$ cat config.mk
export PLATFORM = sky130hd
export DESIGN_NAME = irq_controller
export DESIGN_NICKNAME = d
export VERILOG_FILES = /design/src/rtl/irq_controller.sv
export SDC_FILE = /design/constraint.sdc
export NUM_CORES = 1
export LEC_CHECK = 0
export BUFFER_PORTS_ARGS = -buffer_cell sky130_fd_sc_hd__buf_2
export CAP_MARGIN = 30
export CORE_MARGIN = 2
export CORE_UTILIZATION = 36
export DETAILED_ROUTE_END_ITERATION = 6
export GPL_TIMING_DRIVEN = 0
export PLACE_DENSITY = 0.63
export SYNTH_ARGS = -nofsm -noshare
export SYNTH_HDL_FRONTEND = slang
export SYNTH_SLANG_ARGS = --single-unit
export TNS_END_PERCENT = 50
$ cat constraint.sdc
create_clock -name clk -period 9.9 [get_ports clk]
set_clock_uncertainty 0.1 [all_clocks]
set_input_delay 0 -clock clk [delete_from_list [all_inputs] [get_ports clk]]
set_output_delay 0 -clock clk [all_outputs]
set_load 0.02 [all_outputs]
$ cat src/rtl/irq_controller.sv
// irq_controller: latches peripheral IRQ pulses into flags, gates them by
// enable and per-pair priority, and presents one request to the CPU using a
// req/ack handshake. Flags are bus-readable and cleared by writing 1s.
//
// state | meaning
// IDLE  | no request presented; waiting for an eligible flag
// REQ   | irq_req=1; vector/level track the current winner until ack
// ACKD  | request accepted; one ce cycle of irq_req=0 before the next one
module irq_controller #(
    parameter logic [23:0] IRQ_PRI  = 24'h2020,
    parameter logic [23:0] IRQ_ENA  = 24'h2023,
    parameter logic [23:0] IRQ_ACT  = 24'h2027,
    parameter logic [7:0]  VEC_BASE = 8'h03
) (
    input  logic        clk,
    input  logic        reset,
    input  logic        clk_ce,
    input  logic        bus_write,
    input  logic        bus_read,
    input  logic [23:0] bus_address_in,
    input  logic [7:0]  bus_data_in,
    output logic [7:0]  bus_data_out,
    input  logic [7:0]  irq_in,
    input  logic [1:0]  cpu_ilevel,
    input  logic        irq_ack,
    output logic        irq_req,
    output logic [7:0]  irq_vector,
    output logic [1:0]  irq_level
);

    typedef enum logic [1:0] {
        IDLE = 2'd0,
        REQ  = 2'd1,
        ACKD = 2'd2
    } state_t;

    state_t     r_state;
    logic [7:0] r_pri;
    logic [7:0] r_ena;
    logic [7:0] r_act;
    logic       r_req;
    logic [7:0] r_vector;
    logic [1:0] r_level;

    logic       w_wr_pri;
    logic       w_wr_ena;
    logic       w_wr_act;
    logic       w_any;
    logic [2:0] w_win_idx;
    logic [1:0] w_win_pri;
    logic [7:0] w_win_vec;
    logic       w_unused;

    // bus_read has no side effects; reads are decoded from the address alone
    assign w_unused = bus_read;

    assign w_wr_pri = clk_ce & bus_write & (bus_address_in == IRQ_PRI);
    assign w_wr_ena = clk_ce & bus_write & (bus_address_in == IRQ_ENA);
    assign w_wr_act = clk_ce & bus_write & (bus_address_in == IRQ_ACT);

    function automatic logic [1:0] prio_of(input logic [7:0] pri, input int idx);
        return pri[(idx / 2) * 2 +: 2];
    endfunction

    // Winner: highest priority among eligible flags; strict compare keeps the lowest index on ties
    always_comb begin
        w_any     = 1'b0;
        w_win_idx = 3'd0;
        w_win_pri = 2'd0;
        for (int i = 0; i < 8; i++) begin
            if (r_act[i] && r_ena[i] && (prio_of(r_pri, i) != 2'd0) &&
                (prio_of(r_pri, i) > cpu_ilevel) &&
                (!w_any || (prio_of(r_pri, i) > w_win_pri))) begin
                w_any     = 1'b1;
                w_win_idx = 3'(i);
                w_win_pri = prio_of(r_pri, i);
            end
        end
    end

    assign w_win_vec = VEC_BASE + {5'd0, w_win_idx};

    // Read mux, combinational from the address
    always_comb begin
        bus_data_out = 8'h00;
        if (bus_address_in == IRQ_PRI)      bus_data_out = r_pri;
        else if (bus_address_in == IRQ_ENA) bus_data_out = r_ena;
        else if (bus_address_in == IRQ_ACT) bus_data_out = r_act;
    end

    // Config registers and flags; a new pulse overrides a same-cycle write-1-clear
    always_ff @(posedge clk) begin
        if (!reset) begin
            r_pri <= 8'h00;
            r_ena <= 8'h00;
            r_act <= 8'h00;
        end else if (clk_ce) begin
            if (w_wr_pri) r_pri <= bus_data_in;
            if (w_wr_ena) r_ena <= bus_data_in;
            r_act <= (r_act & ~(w_wr_act ? bus_data_in : 8'h00)) | irq_in;
        end
    end

    // Request handshake FSM with registered outputs
    always_ff @(posedge clk) begin
        if (!reset) begin
            r_state  <= IDLE;
            r_req    <= 1'b0;
            r_vector <= 8'h00;
            r_level  <= 2'd0;
        end else if (clk_ce) begin
            case (r_state)
                IDLE: begin
                    if (w_any) begin
                        r_state  <= REQ;
                        r_req    <= 1'b1;
                        r_vector <= w_win_vec;
                        r_level  <= w_win_pri;
                    end
                end
                REQ: begin
                    if (irq_ack) begin
                        r_state <= ACKD;
                        r_req   <= 1'b0;
                    end else if (!w_any) begin
                        r_state <= IDLE;
                        r_req   <= 1'b0;
                    end else begin
                        r_vector <= w_win_vec;
                        r_level  <= w_win_pri;
                    end
                end
                ACKD: begin
                    r_state <= IDLE;
                    r_req   <= 1'b0;
                end
                default: begin
                    r_state <= IDLE;
                    r_req   <= 1'b0;
                end
            endcase
        end
    end

    assign irq_req    = r_req;
    assign irq_vector = r_vector;
    assign irq_level  = r_level;

endmodule
==> out/qor.yml, run 1 <==
status: "completed"
critPathMostFrequentCell: "ha_1"
clockRootBuffer: "clkbuf_8"
grt-ovfl-total: 0
synthTopCellsByCount: "nor2_1 (37), dfxtp_1 (32), nand2_1 (26)"
ir_drop_mv: 0.0716
crit_slowest_cell: "dfxtp_1"
antenna_found_initial: 0
clock_power_share: 0.380
fin_setup_tns_ps: 0
hp-class: "in2reg"
start_util: 0.371
grt_pass1_vias: 2295
htree_num_levels: 2
synth_area_sq_um: 2340
ys_ff_latch: 32
post-route-cell-area_sq_um: 3130
tritoncts: "built"
synth_top_cell_by_area: "dfxtp_1"
relSlewSlack: 0.533
synth_top_area_share: 0.273
synthFlopType: "dfxtp_1"
seq_area_frac_synth: 0.273
grt_usage: 0.183
totalWireLength_mm: 6.21
dieWidth_um: 84.7
power_density_nw_per_um2: 87.5
seqPwrFrac: 0.488
post-synth-top-count-cell: "nor2_1"
synth_async_sr_flop_share: 0
ys_warn_count: 0
synthAdderAreaFrac: 0.105
internal_power_mw: 0.208
wire_per_inst_um: 13.8
syn_to_final_growth_pct: 33.3
insertedDiodeCount: 0
worst_pin_slew_ps: 697
sw_frac_of_total: 0.241
synthDistinctLibCells: 51
worstSetupStartpointType: "flop"
ys_top_cells_by_area: "dfxtp_1 (27%), ha_1 (9.6%), mux2i_1 (6.8%), nor2_1 (5.9%), a22oi_1 (5.8%)"
final_max_slew_viol_count: 0
netlist_instances: 274
switching_power_mw: 0.0658
grt_setup_unrepaired: "false"
comb_power_share: 0.132
synthXorXnorAreaFrac: 0.00374
required_ps: 10000
synth-compound-area-share: 0.261
setup_viol: 0
crit_path_max_fanout: 6
clockBufferDepth: 2
worst_setup_path_end_kind: "flop"
drive_above_1_share: 0.247
core_area_sq_um: 6310
yosys.area_share.simple: 0.219
viasPerCell: 5.26
vias: 2365
critical_path_class: "reg2reg"
ios: 67
drt_iter0_drc: 77
fin_nets: 438
cap_violations: 0
fin_crit_sh: 0.920
fill_cells: 650
synth_top_family_by_area: "compound AO/OA/AOI/OAI gates"
synth_edf_count: 0
clock-sinks: 32
drc: 0
clkTransAtPathRegs_ps: 70
core.rowCount: 29
synth_mux_area_frac: 0.0843
leakage_nw: 1.51
avgSynthCellArea_sq_um: 8.56
dp.cells: 415
first_pass_iters: 4
fmax_ghz: 0.110
hold_violations: 0
die_y_um: 84.7
grt_max_degree: 11
place.gp.congestion: 0.812
die_area_sq_um: 7170
grt_first_pass_wirelength_mm: 10.9
clk_latency_ps: 280
place_hpwl_mm: 4.73
slowest_delay_ps: 440
cts_made_buffers: 5
post-route-min-period_ps: 9100
antenna_left: 0
numPortBuffers: 61
multi_input_area_sq_um: 1600
regArea_sq_um: 641
critPathArrivalTime_ps: 9200
place_area_sq_um: 2760
fin_cells: 450
-- final timing paths --
path	from	to	slack (ps)	cells past startpoint
setup / recovery	r_pri[1]	irq_vector[2]	800	43
hold / removal	clk_ce	r_state[1]	20	4
setup reg to reg	r_pri[1]	irq_vector[2]	800	43
hold reg to reg	irq_vector[0]	irq_vector[0]	370	2
-- worst max-delay path, delay by kind of cell (launching register included) --
| kind | cells | cell delay [ps] |
|---|---|---|
| AO/OA/AOI/OAI | 17 | 3360 |
| adder cells (fa/ha/maj) | 10 | 2660 |
| AND/OR/NAND/NOR | 11 | 1250 |
| multiplexers | 3 | 990 |
| flip-flops | 1 | 440 |
| buffers and inverters | 1 | 110 |
| XOR/XNOR | 1 | 70 |
-- final cells by class --
type                            instances  share of cell area
Clock buffer                            8              0.0288
Buffer                                  8              0.0180
Tap cell                               77              0.0308
Inverter                               18              0.0216
Multi-Input combinational cell        219               0.513
Timing Repair Buffer                   88               0.183
Sequential cell                        32               0.205
-- power by group through the flow --
stage / clock network (mW) / logic (mW) / registers (mW)
final: 0.104 / 0.0361 / 0.134
after detailed placement: 0 / 0.0270 / 0.136
after CTS: 0.106 / 0.0360 / 0.133
after global routing: 0.112 / 0.0403 / 0.134
after global placement: 0 / 0.0264 / 0.136
after floorplan: 0 / 0.0122 / 0.135
-- layout by cell type (no fill, tap or decap), types with 6 or more instances in the layout --
| cell type | netlist | layout |
|---|---|---|
| a21oi_1 | 7 | 7 |
| a22oi_1 | 18 | 16 |
| buf_2 | 1 | 62 |
| buf_4 | 4 | 6 |
| clkbuf_8 | 0 | 6 |
| dfxtp_1 | 32 | 32 |
| dlygate4sd3_1 | 0 | 25 |
| ha_1 | 18 | 18 |
| inv_1 | 17 | 17 |
| mux2i_1 | 16 | 16 |
| nand2_1 | 26 | 26 |
| nor2_1 | 37 | 36 |
| nor2b_1 | 7 | 7 |
| o21a_1 | 6 | 6 |
| o21ai_0 | 16 | 15 |
-- sequential cells by signal (all words and copies together) (netlist names) --
signal	cells
irq_level	2
irq_req	1
irq_vector	4
r_act	8
r_ena	8
r_pri	8
r_state	1
-- timing repair --
| item | CTS | global route |
|---|---|---|
| setup endpoints to repair | 0 | 2 |
| hold buffers | 25 | 0 |
| setup buffers | 0 | 2 |
| resized for setup | 0 | 4 |
| hold endpoints to repair | 30 | 0 |
-- per-layer routing --
| layer | global-route usage | vias to the layer above | wire, um |
|---|---|---|---|
| met5 | 0 | - | 0 |
| met4 | 0.0332 | 0 | 34 |
| met3 | 0.0246 | 5 | 233 |
| met2 | 0.306 | 46 | 2940 |
| met1 | 0.254 | 1104 | 3010 |
| li1 | - | 1210 | - |
-- kinds of logic (layout without fill, tap and decap cells) --
family	after synthesis	in the layout
flip-flops	32	32
multiplexers	19	19
other	1	4
AO/OA/AOI/OAI	82	82
XOR/XNOR	1	1
buffers and inverters	26	122
AND/OR/NAND/NOR	93	93
adder cells (fa/ha/maj)	20	20
-- metrics by stage --
| step | setup WS [ps] | total power [mW] | hold WS (ps) | utilization |
|---|---|---|---|---|
| floorplan | 1580 | 0.148 | 38.3 | - |
| detailed placement | 561 | 0.163 | 159 | 0.437 |
| finish | 796 | 0.273 | 24.3 | 0.495 |
| global placement | 690 | 0.163 | 151 | 0.437 |
| CTS | 493 | 0.275 | 15.6 | 0.491 |
| global route | 28.3 | 0.286 | 29.4 | 0.495 |
No activity file was read; power rests on OpenSTA's default activity.
==> run 2, diff against run 1 <==
--- a/config.mk
+++ b/config.mk
@@ -10,7 +10,6 @@
 export CORE_MARGIN = 2
 export CORE_UTILIZATION = 36
 export DETAILED_ROUTE_END_ITERATION = 6
-export GPL_TIMING_DRIVEN = 0
 export PLACE_DENSITY = 0.63
 export SYNTH_ARGS = -nofsm -noshare
 export SYNTH_HDL_FRONTEND = slang
==> run 2 against run 1 <==
Effect of this change:
- sequential power about the same
- die area stayed put
- final cell count down 2.2%
- combinational power fell by 5.5%
- global-route usage is 1.1 points lower
- total power decreased by 4.7%
- first-iteration DRC count increased by 32%
- register-to-register slack got worse by 90 ps
- routed wire length down 2.9%
- final area fell by 2.7%
- largest power group unchanged
==> out/qor.yml, run 2 (same netlist as run 1, synthesis figures left out) <==
numPortBuffers: 61  # unchanged
fin_crit_sh: 0.929  # +0.00918
tritoncts: "built"
status: "completed"
worstSetupStartpointType: "flop"
grt_setup_unrepaired: "false"
final_cell_mix: "buf_2 (61), nor2_1 (37), dfxtp_1 (32)"
place_hpwl_mm: 4.62  # -2.5%
final_common_cell: "buf_2"
power_density_nw_per_um2: 85.7  # -2.0%
post-route-cell-area_sq_um: 3040  # -2.7%
die_y_um: 84.7  # unchanged
met3_usage: 0.0285  # +0.00393
critical_path_class: "reg2reg"
wire_per_inst_um: 13.7  # -0.72%
insertedDiodeCount: 0  # unchanged
clk_latency_ps: 280  # about the same
start_util: 0.371  # unchanged
htree_num_levels: 2  # unchanged
clock-sinks: 32  # unchanged
regArea_sq_um: 641  # unchanged
grt.met2_usage: 0.283  # -0.0229
fmax_ghz: 0.109  # -0.99%
drt_iter0_drc: 102  # +32%
antenna_found_initial: 0  # unchanged
fin_util: 0.482  # -0.0133
dieWidth_um: 84.7  # unchanged
top_regs: "r_act (8), r_ena (8), r_pri (8)"
totalWireLength_mm: 6.03  # -2.9%
hp-class: "in2reg"
die_area_sq_um: 7170  # unchanged
clkTransAtPathRegs_ps: 70  # about the same
syn_to_final_growth_pct: 29.7
vias: 2332  # -1.4%
place_area_sq_um: 2700  # -2.0%
fill_cells: 636  # -2.2%
final_max_slew_viol_count: 0  # unchanged
fin_nets: 429  # -2.1%
grt_pass1_vias: 2155  # -6.1%
hold_violations: 0  # unchanged
viasPerCell: 5.30  # +0.85%
grt_max_degree: 29  # +18
required_ps: 10000  # about the same
relSlewSlack: 0.539  # +0.00516
grt-ovfl-total: 0  # unchanged
crit_buf_inv: 1  # unchanged
fin_setup_tns_ps: 0  # unchanged
slowest_delay_ps: 430  # about the same
place.gp.congestion: 0.783  # -3.6%
grtUsageMet1: 0.233  # -0.0204
critPathArrivalTime_ps: 9290  # +90 ps
first_pass_iters: 4  # unchanged
worst_pin_slew_ps: 690  # -7.71 ps
cap_violations: 0  # unchanged
critPathTopFamily: "compound AO/OA/AOI/OAI gates"
ir_drop_mv: 0.0614  # -14%
cts_made_buffers: 5  # unchanged
core_area_sq_um: 6310  # unchanged
clockRootBuffer: "clkbuf_8"
grt.busiest_layer: "met2"
grt_first_pass_wirelength_mm: 10.1  # -7.4%
antenna_left: 0  # unchanged
clockBufferDepth: 2  # unchanged
fin_total_pwr_mw: 0.261  # -4.7%
critPathMostFrequentCell: "ha_1"
post-route-min-period_ps: 9200  # +90.9 ps
drc: 0  # unchanged
drive_above_1_share: 0.231  # -0.0152
core.rowCount: 29  # unchanged
ios: 67  # unchanged
grt_usage: 0.172  # -0.0106
leakage_nw: 1.46  # -3.3%
setup_viol: 0  # unchanged
multi_input_area_sq_um: 1600  # -0.47%
crit_slowest_cell: "dfxtp_1"
worst_setup_path_end_kind: "flop"
crit_path_max_fanout: 6  # unchanged
## run 2: path summary, 6_finish.rpt
check,end,startpoint,slack (ps),depth (start not counted)
hold / removal,r_state[1],clk_ce,80,3
setup / recovery,irq_vector[2],r_pri[1],700,43
hold reg to reg,irq_level[1],irq_level[1],370,2
setup reg to reg,irq_vector[2],r_pri[1],700,43
## run 2: final cells by class
cell class	instances	share of cell area
clock buffer	6	0.0239
clock inverter	1	0.00165
inverter	18	0.0222
multi-input combinational	219	0.525
sequential	32	0.211
tap	77	0.0317
timing repair buffer	87	0.185
## run 2: what timing repair did
item,CTS,global route
gates resized for setup,0,1
setup buffers,0,1
endpoints found under the setup margin,0,2
hold buffers,25,0
endpoints found under the hold margin,29,0
## run 2: through the flow
| stage | hold slack [ps] | setup WS [ps] | instances |
|---|---|---|---|
| 3_5_place_dp | 161 | 486 | 407 |
| 3_3_place_gp | 151 | 644 | 407 |
| 4_1_cts | 81.3 | 437 | 439 |
| 2_1_floorplan | 38.3 | 1580 | 277 |
| 6_report | 84.0 | 705 | 440 |
| 5_1_grt | 115 | 89.2 | 440 |
## run 2: metal layers
metal	vias to the layer above	wire [um]
li1	1185	-
met1	1094	2840
met2	48	2900
met3	5	212
met4	0	74
met5	-	0
## run 2: power by group
| group | switching [mW] | leakage (nW) | total, mW | internal (mW) |
|---|---|---|---|---|
| clock network | 0.0453 | 0.0410 | 0.0930 | 0.0477 |
| logic | 0.0156 | 1.16 | 0.0341 | 0.0185 |
| registers | 0.00263 | 0.260 | 0.134 | 0.131 |
## run 2: worst register-to-register path, delay by kind of cell (launching register included)
kind | cells | cell delay (ps)
AOI/OAI and AO/OA | 16 | 3350
xor gates and xnor gates | 1 | 70
adders and majority gates | 10 | 2590
buffers and inverters | 1 | 110
DFF | 1 | 430
muxes | 3 | 990
and+or+nand+nor | 12 | 1470
